<file path="config.mk">
export PLATFORM = sky130hd
export DESIGN_NAME = irq_controller
export DESIGN_NICKNAME = d
export VERILOG_FILES = /design/src/rtl/irq_pkg.sv /design/src/rtl/irq_prio_enc.sv /design/src/rtl/irq_controller.sv
export SDC_FILE = /design/constraint.sdc
export NUM_CORES = 1
export LEC_CHECK = 0
export BUFFER_PORTS_ARGS = -buffer_cell sky130_fd_sc_hd__buf_2
export CAP_MARGIN = 25
export CORE_UTILIZATION = 46
export CTS_BUF_LIST = sky130_fd_sc_hd__clkbuf_8 sky130_fd_sc_hd__clkbuf_16
export DETAILED_ROUTE_END_ITERATION = 6
export PLACE_DENSITY = 0.77
export RECOVER_POWER = 50
export SYNTH_ARGS = -nofsm -noshare
export SYNTH_HDL_FRONTEND = slang
export SYNTH_SLANG_ARGS = --single-unit
export TNS_END_PERCENT = 5
</file>
<file path="constraint.sdc">
create_clock -name clk_i -period 2.4 [get_ports clk_i]
set_clock_uncertainty 0.1 [all_clocks]
set_input_delay 0.72 -clock clk_i [delete_from_list [all_inputs] [get_ports clk_i]]
set_output_delay 0.72 -clock clk_i [all_outputs]
set_load 0.05 [all_outputs]
</file>
<file path="src/rtl/irq_pkg.sv">
// Shared types and constants for the machine-mode interrupt controller.
package irq_pkg;

  typedef enum logic [1:0] {
    IDLE    = 2'd0,
    TAKE    = 2'd1,
    SERVICE = 2'd2,
    RETURN  = 2'd3
  } irq_state_e;

  localparam int MCAUSE_INTERRUPT_BIT = 31;
  localparam int CAUSE_BASE_DEFAULT   = 16;

  // mcause value for an interrupt: exception code base+idx with the interrupt bit set
  function automatic logic [31:0] mcause(input int base, input int idx);
    logic [31:0] c;
    c = 32'(base + idx);
    c[MCAUSE_INTERRUPT_BIT] = 1'b1;
    return c;
  endfunction

endpackage

</file>
<file path="src/rtl/irq_prio_enc.sv">
// Lowest-index-wins priority encoder: valid flag, binary index and one-hot grant.
module irq_prio_enc #(
  parameter int N     = 16,
  parameter int IDX_W = (N > 1) ? $clog2(N) : 1
) (
  input  logic [N-1:0]     req,
  output logic             valid,
  output logic [IDX_W-1:0] idx,
  output logic [N-1:0]     onehot
);

  // scan high to low so the lowest set bit is the last assignment; isolate it for the one-hot
  always_comb begin
    valid  = |req;
    idx    = '0;
    for (int k = N - 1; k >= 0; k--) begin
      if (req[k]) idx = IDX_W'(k);
    end
    onehot = req & (~req + N'(1));
  end

endmodule

</file>
<file path="src/rtl/irq_controller.sv">
// Machine-mode interrupt controller: sticky pending, mie masking, fixed priority,
// trap pulse + mcause for the CSR unit, one-hot acknowledge on mret.
// Build option: define IRQ_EDGE_EN for rising-edge request capture (default: level).
module irq_controller
  import irq_pkg::*;
#(
  parameter int IRQ_NUM    = 16,
  parameter int CAUSE_BASE = CAUSE_BASE_DEFAULT
) (
  input  logic               clk_i,
  input  logic               rst_ni,
  input  logic [IRQ_NUM-1:0] irq_req_i,
  input  logic [31:0]        mie_i,
  input  logic               exception_i,
  input  logic               stall_i,
  input  logic               mret_i,
  output logic               irq_o,
  output logic [31:0]        irq_cause_o,
  output logic [IRQ_NUM-1:0] irq_ret_o,
  output logic               busy_o
);

  localparam int IDX_W = (IRQ_NUM > 1) ? $clog2(IRQ_NUM) : 1;

  irq_state_e         state, state_nxt;
  logic [IRQ_NUM-1:0] pending, pend_set, pend_clr, eligible;
  logic [IRQ_NUM-1:0] win_oh, idx_oh;
  logic [IDX_W-1:0]   win_idx;
  logic               win_vld;
  logic               take;
  logic [31:0]        cause_q;
  logic               unused_mie;

`ifdef IRQ_EDGE_EN
  logic [IRQ_NUM-1:0] req_prev;

  // previous request level, so a held line pends only once per rising edge
  always_ff @(posedge clk_i or negedge rst_ni) begin
    if (!rst_ni) req_prev <= '0;
    else         req_prev <= irq_req_i;
  end

  assign pend_set = irq_req_i & ~req_prev;
`else
  assign pend_set = irq_req_i;
`endif

  // only the serviced line is cleared, and only in the acknowledge cycle
  assign pend_clr = (state == RETURN) ? idx_oh : '0;

  // sticky pending bits; clear dominates a coincident set
  always_ff @(posedge clk_i or negedge rst_ni) begin
    if (!rst_ni) pending <= '0;
    else         pending <= (pending | pend_set) & ~pend_clr;
  end

  assign eligible   = pending & mie_i[CAUSE_BASE +: IRQ_NUM];
  // mie bits outside this controller's window are intentionally ignored
  assign unused_mie = ^mie_i;

  irq_prio_enc #(.N(IRQ_NUM), .IDX_W(IDX_W)) u_prio (
    .req    (eligible),
    .valid  (win_vld),
    .idx    (win_idx),
    .onehot (win_oh)
  );

  assign take = (state == IDLE) && win_vld && !exception_i && !stall_i;

  // capture the winner at entry; later mie/pending changes cannot alter the in-service line
  always_ff @(posedge clk_i or negedge rst_ni) begin
    if (!rst_ni) begin
      idx_oh  <= '0;
      cause_q <= '0;
    end else if (take) begin
      idx_oh  <= win_oh;
      cause_q <= mcause(CAUSE_BASE, int'(win_idx));
    end
  end

  // state register
  always_ff @(posedge clk_i or negedge rst_ni) begin
    if (!rst_ni) state <= IDLE;
    else         state <= state_nxt;
  end

  // next state and trap pulse; no nesting, mret outside SERVICE is ignored
  always_comb begin
    state_nxt = state;
    irq_o     = 1'b0;
    unique case (state)
      IDLE:    if (take) state_nxt = TAKE;
      TAKE: begin
        irq_o = !stall_i;
        if (!stall_i) state_nxt = SERVICE;
      end
      SERVICE: if (mret_i) state_nxt = RETURN;
      RETURN:  state_nxt = IDLE;
      default: state_nxt = IDLE;
    endcase
  end

  assign irq_ret_o   = (state == RETURN) ? idx_oh : '0;
  assign busy_o      = (state != IDLE);
  assign irq_cause_o = cause_q;

endmodule

</file>
# Word level (Yosys, flattened, before mapping)
# Index checks and enable logic that the tools add are counted.
# W data, S select, Z words.
# classes
n_addsub	2
n_mul	0
n_div	0
order_cmp	0
eq_ne	6
n_shift	0
n_mux	22
bitwise_logic	6
reduce_logical	9
# ops
operator	n
$mux W4	16
$and A16 B16 Y16	3
$not A16 Y16	2
$add A16 B1 Y16 const B	1
$mux W16	1
$or A16 B16 Y16	1
$reduce_or A16 Y1	1
$pmux W2 S4	1
$add A5 B4 Y6 const A	1
$mux W2	3
$ne A2 B2 Y1 const B	3
$eq A2 B2 Y1 const B	2
$logic_and A1 B1 Y1	3
$reduce_and A3 Y1	1
$eq A2 B1 Y1 const B	1
$logic_not A1 Y1	2
$logic_not A2 Y1	1
$reduce_bool A2 Y1	1
$mux W1	1
# totals
ff_bits	66
latchBits	0
ramBits	0
romBits	0
inputBits	53
out_inout_bits	50
elab_cells	49
memories	0

# Depth between registers and ports, before layout
# logic_depth
ltp_word	18
depth_mapped	9
depth_no_buf	7

# Hierarchy
# From an unflattened synthesis, not the netlist that was laid out.
# hier_totals
cells_unflattened	264
area_unflattened_um2	2233.4
# modules_own_cells
mod	instances	cells_each	area_per_inst_um2	seq_area_each_um2
irq_controller	1	212	1889.3	975.9
irq_prio_enc	1	52	344.1	0.0

# Worst setup path after synthesis
# Ideal clock, no wire load.
# synth_timing
path_kind	input-to-output
from	in stall_i
to	out irq_o
arrival_ps	1409
required_time_ps	1580
setup_slack_ps	171
cell_stages	1
n_path_buf	0
path_cell_list	nor2b_1
# synth_between
elab_chain_len	2
# synth_lines
item	line_no	text
start, declared	irq_controller.sv:15	input logic stall_i,
$logic_not A1 Y1	n/a	
$mux W1	irq_controller.sv:91	unique case (state)
end, declared	irq_controller.sv:17	output logic irq_o,
# Every way passes these cells.

# Worst setup path in the final report
# layout_timing
from	reg state[1]
to	out irq_ret_o[2]
# layout_between
elab_chain_len	2
# layout_lines
item	line_no	text
start, declared	irq_controller.sv:25	irq_state_e state, state_nxt;
start signal, assigned	irq_controller.sv:84	else state <= state_nxt;
$eq A2 B2 Y1	irq_controller.sv:103	assign irq_ret_o = (state == RETURN) ? idx_oh : '0;
$mux W16	irq_controller.sv:103	
end, declared	irq_controller.sv:19	output logic [IRQ_NUM-1:0] irq_ret_o,
# Every way passes these cells.

==> flow_metrics.env <==
export IMPL_status="completed"
export IMPL_cts_setup_buffers=0
export IMPL_regToRegEndpoint="state[1]"
export IMPL_r2r_cells=7
export IMPL_clk_latency_ns=0.29
export IMPL_drt_wl_total_um=4560
export IMPL_cts_tree="yes"
export IMPL_antenna_found_initial=0
export IMPL_use_met2=0.317
export IMPL_htree_num_levels=2
export IMPL_avgRoutedWirePerCell_um=12.8
export IMPL_clock_sinks=39
export IMPL_layout_common_cells="buf_2 (59), nand2_1 (45), dfrtp_1 (39)"
export IMPL_combinationalPowerShare=0.382
export IMPL_grtUsageTotal=0.194
export IMPL_drtIter0Drc=138
export IMPL_vias=1785
export IMPL_ctsResizeCount=0
export IMPL_rows=24
export IMPL_cts_buffers=5
export IMPL_min_path_cells=2
export IMPL_nNetsFinal=361
export IMPL_min_path_type="flip-flop to flip-flop"
export IMPL_drive_gt1_frac=0.266
export IMPL_syn_inst=236
export IMPL_maxSlewHeadroom=0.268
export IMPL_slowest_delay_ns=0.40
export IMPL_hold_start="idx_oh[12]"
export IMPL_crit_required_ns=1.58
export IMPL_dpl_worst_slack_ns=0.0687
export IMPL_path_buf_inv=2
export IMPL_layout_min_cycle_time_ns=2.31
export IMPL_gp_routability_congestion=0.860
export IMPL_power_density_nw_per_um2=845
export IMPL_grt_met3_usage=0.0563
export IMPL_yosysWarnings=0
export IMPL_ys_seq_area_frac=0.453
export IMPL_layout_commonest_cell="buf_2"
export IMPL_start_util=0.488
export IMPL_hold_viol=0
export IMPL_die_x_um=70.4
export IMPL_worstSetupPathType="flip-flop to output pin"
export IMPL_grt_busiest_layer="met2"
export IMPL_setup_viol=0
export IMPL_start_kind="flip-flop"
export IMPL_rsz0062_at_grt="false"
export IMPL_path_clk_slew_ns=0.07
export IMPL_crit_fanout=16
export IMPL_first_global_vias=1695
export IMPL_die_y_um=70.4
export IMPL_dp_hpwl_um=3620
export IMPL_switching_share=0.414
export IMPL_fin_setup_tns_ns=0
export IMPL_ir_drop_v=0.000892
export IMPL_io_buffer_count=60
export IMPL_avgSynthCellArea_um2=9.13
export IMPL_switchingPower_uw=882
export IMPL_crit_chain="ha_1, buf_4, and2_1, buf_2"
export IMPL_ant_nets=0
export IMPL_drt_first_pass_iters=4
export IMPL_pwr_share_seq=0.393
export IMPL_diodes=0
export IMPL_r2r_start="state[0]"
export IMPL_fmax_mhz=433
export IMPL_clockBufferDepth=2
export IMPL_use_met1=0.243
export IMPL_area_growth_pct=17.2
export IMPL_grt_pass1_wl_um=7520
export IMPL_synth_cell_types=33
export IMPL_p_clk_frac=0.225
export IMPL_grt_overflow=0
export IMPL_r2r_slack_ns=0.14
export IMPL_final_max_slew_viol_count=0
export IMPL_io_pins=103
export IMPL_end_kind="output pin"
export IMPL_syn_area_um2=2150
export IMPL_ys_ff_latch=39
export IMPL_core_area_um2=4410
export IMPL_internal_power_mw=1.25
export IMPL_vias_per_cell=5.01
export IMPL_drc=0
export IMPL_crit_arrival_ns=1.49
export IMPL_drv_cap=0
export IMPL_finalCritPeriodShare=0.962
export IMPL_crit_slowest_cell="dfrtp_1"
export IMPL_leakagePower_nw=1.25
export IMPL_whs_endpoint="idx_oh[12]"
export IMPL_cp_top_family="buffers and inverters"
export IMPL_cts_root_buf="clkbuf_8"
export IMPL_grt_max_degree=22
export IMPL_ctsHoldBuffers=0
export IMPL_tightest_slew_ns=1.10
export IMPL_die_area_um2=4960
export IMPL_fin_ws_ns=0.0902
## layer usage
metal  vias to the layer above  routed length [um]
met5                         -                   0
met1                       827                2060
li1                        886                   -
met3                         7                 304
met4                         0                  72
met2                        65                2120
## worst max path at each step
stage / from / to / cells past startpoint
after CTS: state[0] / irq_ret_o[4] / 4
after detailed placement: mie_i[23] / state[1] / 6
after floorplan: stall_i / irq_o / 1
final: state[1] / irq_ret_o[2] / 4
after global placement: mie_i[23] / state[1] / 6
after global routing: state[1] / irq_ret_o[15] / 4
## final cells by class
cell class	instances	area [um2]
timing repair buffer	67	349
clock inverter	1	3.75
fill	402	1890
inverter	4	15.0
clock buffer	7	96.3
multi-input combinational	186	1020
sequential	39	976
tap	52	65.1
## synthesized netlist by cell type
master / instances / share of area
nor2b_1: 1 / 0.0029
dfrtp_1: 39 / 0.45
o31ai_4: 1 / 0.0099
conb_1: 1 / 0.0017
a22oi_1: 5 / 0.017
or3_1: 1 / 0.0029
inv_1: 4 / 0.0070
nor2_1: 35 / 0.061
a32o_1: 1 / 0.0046
nor3_4: 1 / 0.0076
a31o_2: 2 / 0.0081
nand2_1: 45 / 0.078
ha_1: 5 / 0.029
a22oi_2: 3 / 0.017
mux2_1: 1 / 0.0052
a21boi_0: 1 / 0.0035
a22o_1: 3 / 0.012
and2_1: 17 / 0.049
buf_6: 1 / 0.0052
a222oi_1: 1 / 0.0046
mux2i_1: 1 / 0.0046
o41ai_1: 2 / 0.0081
o21ai_1: 1 / 0.0023
nand4_2: 1 / 0.0058
nand3_1: 9 / 0.021
buf_2: 1 / 0.0023
o21ai_0: 2 / 0.0046
clkbuf_1: 1 / 0.0017
nand2b_1: 1 / 0.0029
o31ai_1: 15 / 0.052
buf_4: 29 / 0.10
nand4_1: 1 / 0.0029
a21oi_1: 4 / 0.0093
## per-stage QoR
| step | util | area, um2 | total power, mW | cells | hold slack [ns] |
|---|---|---|---|---|---|
| 5_1_grt | 0.572 | 2520 | 2.25 | 356 | 0.400 |
| 3_5_place_dp | 0.553 | 2440 | 1.67 | 348 | 0.357 |
| 2_1_floorplan | - | 2250 | 1.49 | 261 | 0.324 |
| 6_report | 0.572 | 2520 | 2.13 | 356 | 0.373 |
| 3_3_place_gp | 0.553 | 2440 | 1.65 | 348 | 0.351 |
| 4_1_cts | 0.576 | 2540 | 2.16 | 356 | 0.293 |
## flip-flops by register name, summed over array words and instances, names as in the netlist
register     cells
pending         16
irq_cause_o      5
state            2
idx_oh          16
## worst register-to-register path: cells and delay by family (launching register included)
family | cells | cell delay (ns)
adders and majority gates | 1 | 0.18
muxes | 1 | 0.37
AOI/OAI and AO/OA | 2 | 0.59
DFF | 1 | 0.41
and+or+nand+nor | 1 | 0.28
buffers and inverters | 2 | 0.21
## power groups by stage
stage / clock network (mW) / registers [mW] / logic, mW
final: 0.480 / 0.839 / 0.814
after global routing: 0.518 / 0.854 / 0.876
after CTS: 0.495 / 0.838 / 0.824
after detailed placement: 0 / 0.849 / 0.821
after global placement: 0 / 0.847 / 0.799
after floorplan: 0 / 0.923 / 0.570
## cell families (layout without fill, tap and decap cells)
family,Yosys count,after routing,synth area share
AND/OR/NAND/NOR,112,112,0.235
AO/OA/AOI/OAI,41,41,0.154
flip-flops,39,39,0.453
buffers and inverters,36,79,0.117
adder cells (fa/ha/maj),5,5,0.0290
multiplexers,2,2,0.00987
other,1,26,0.00174
(Power assumes the default switching activity.)
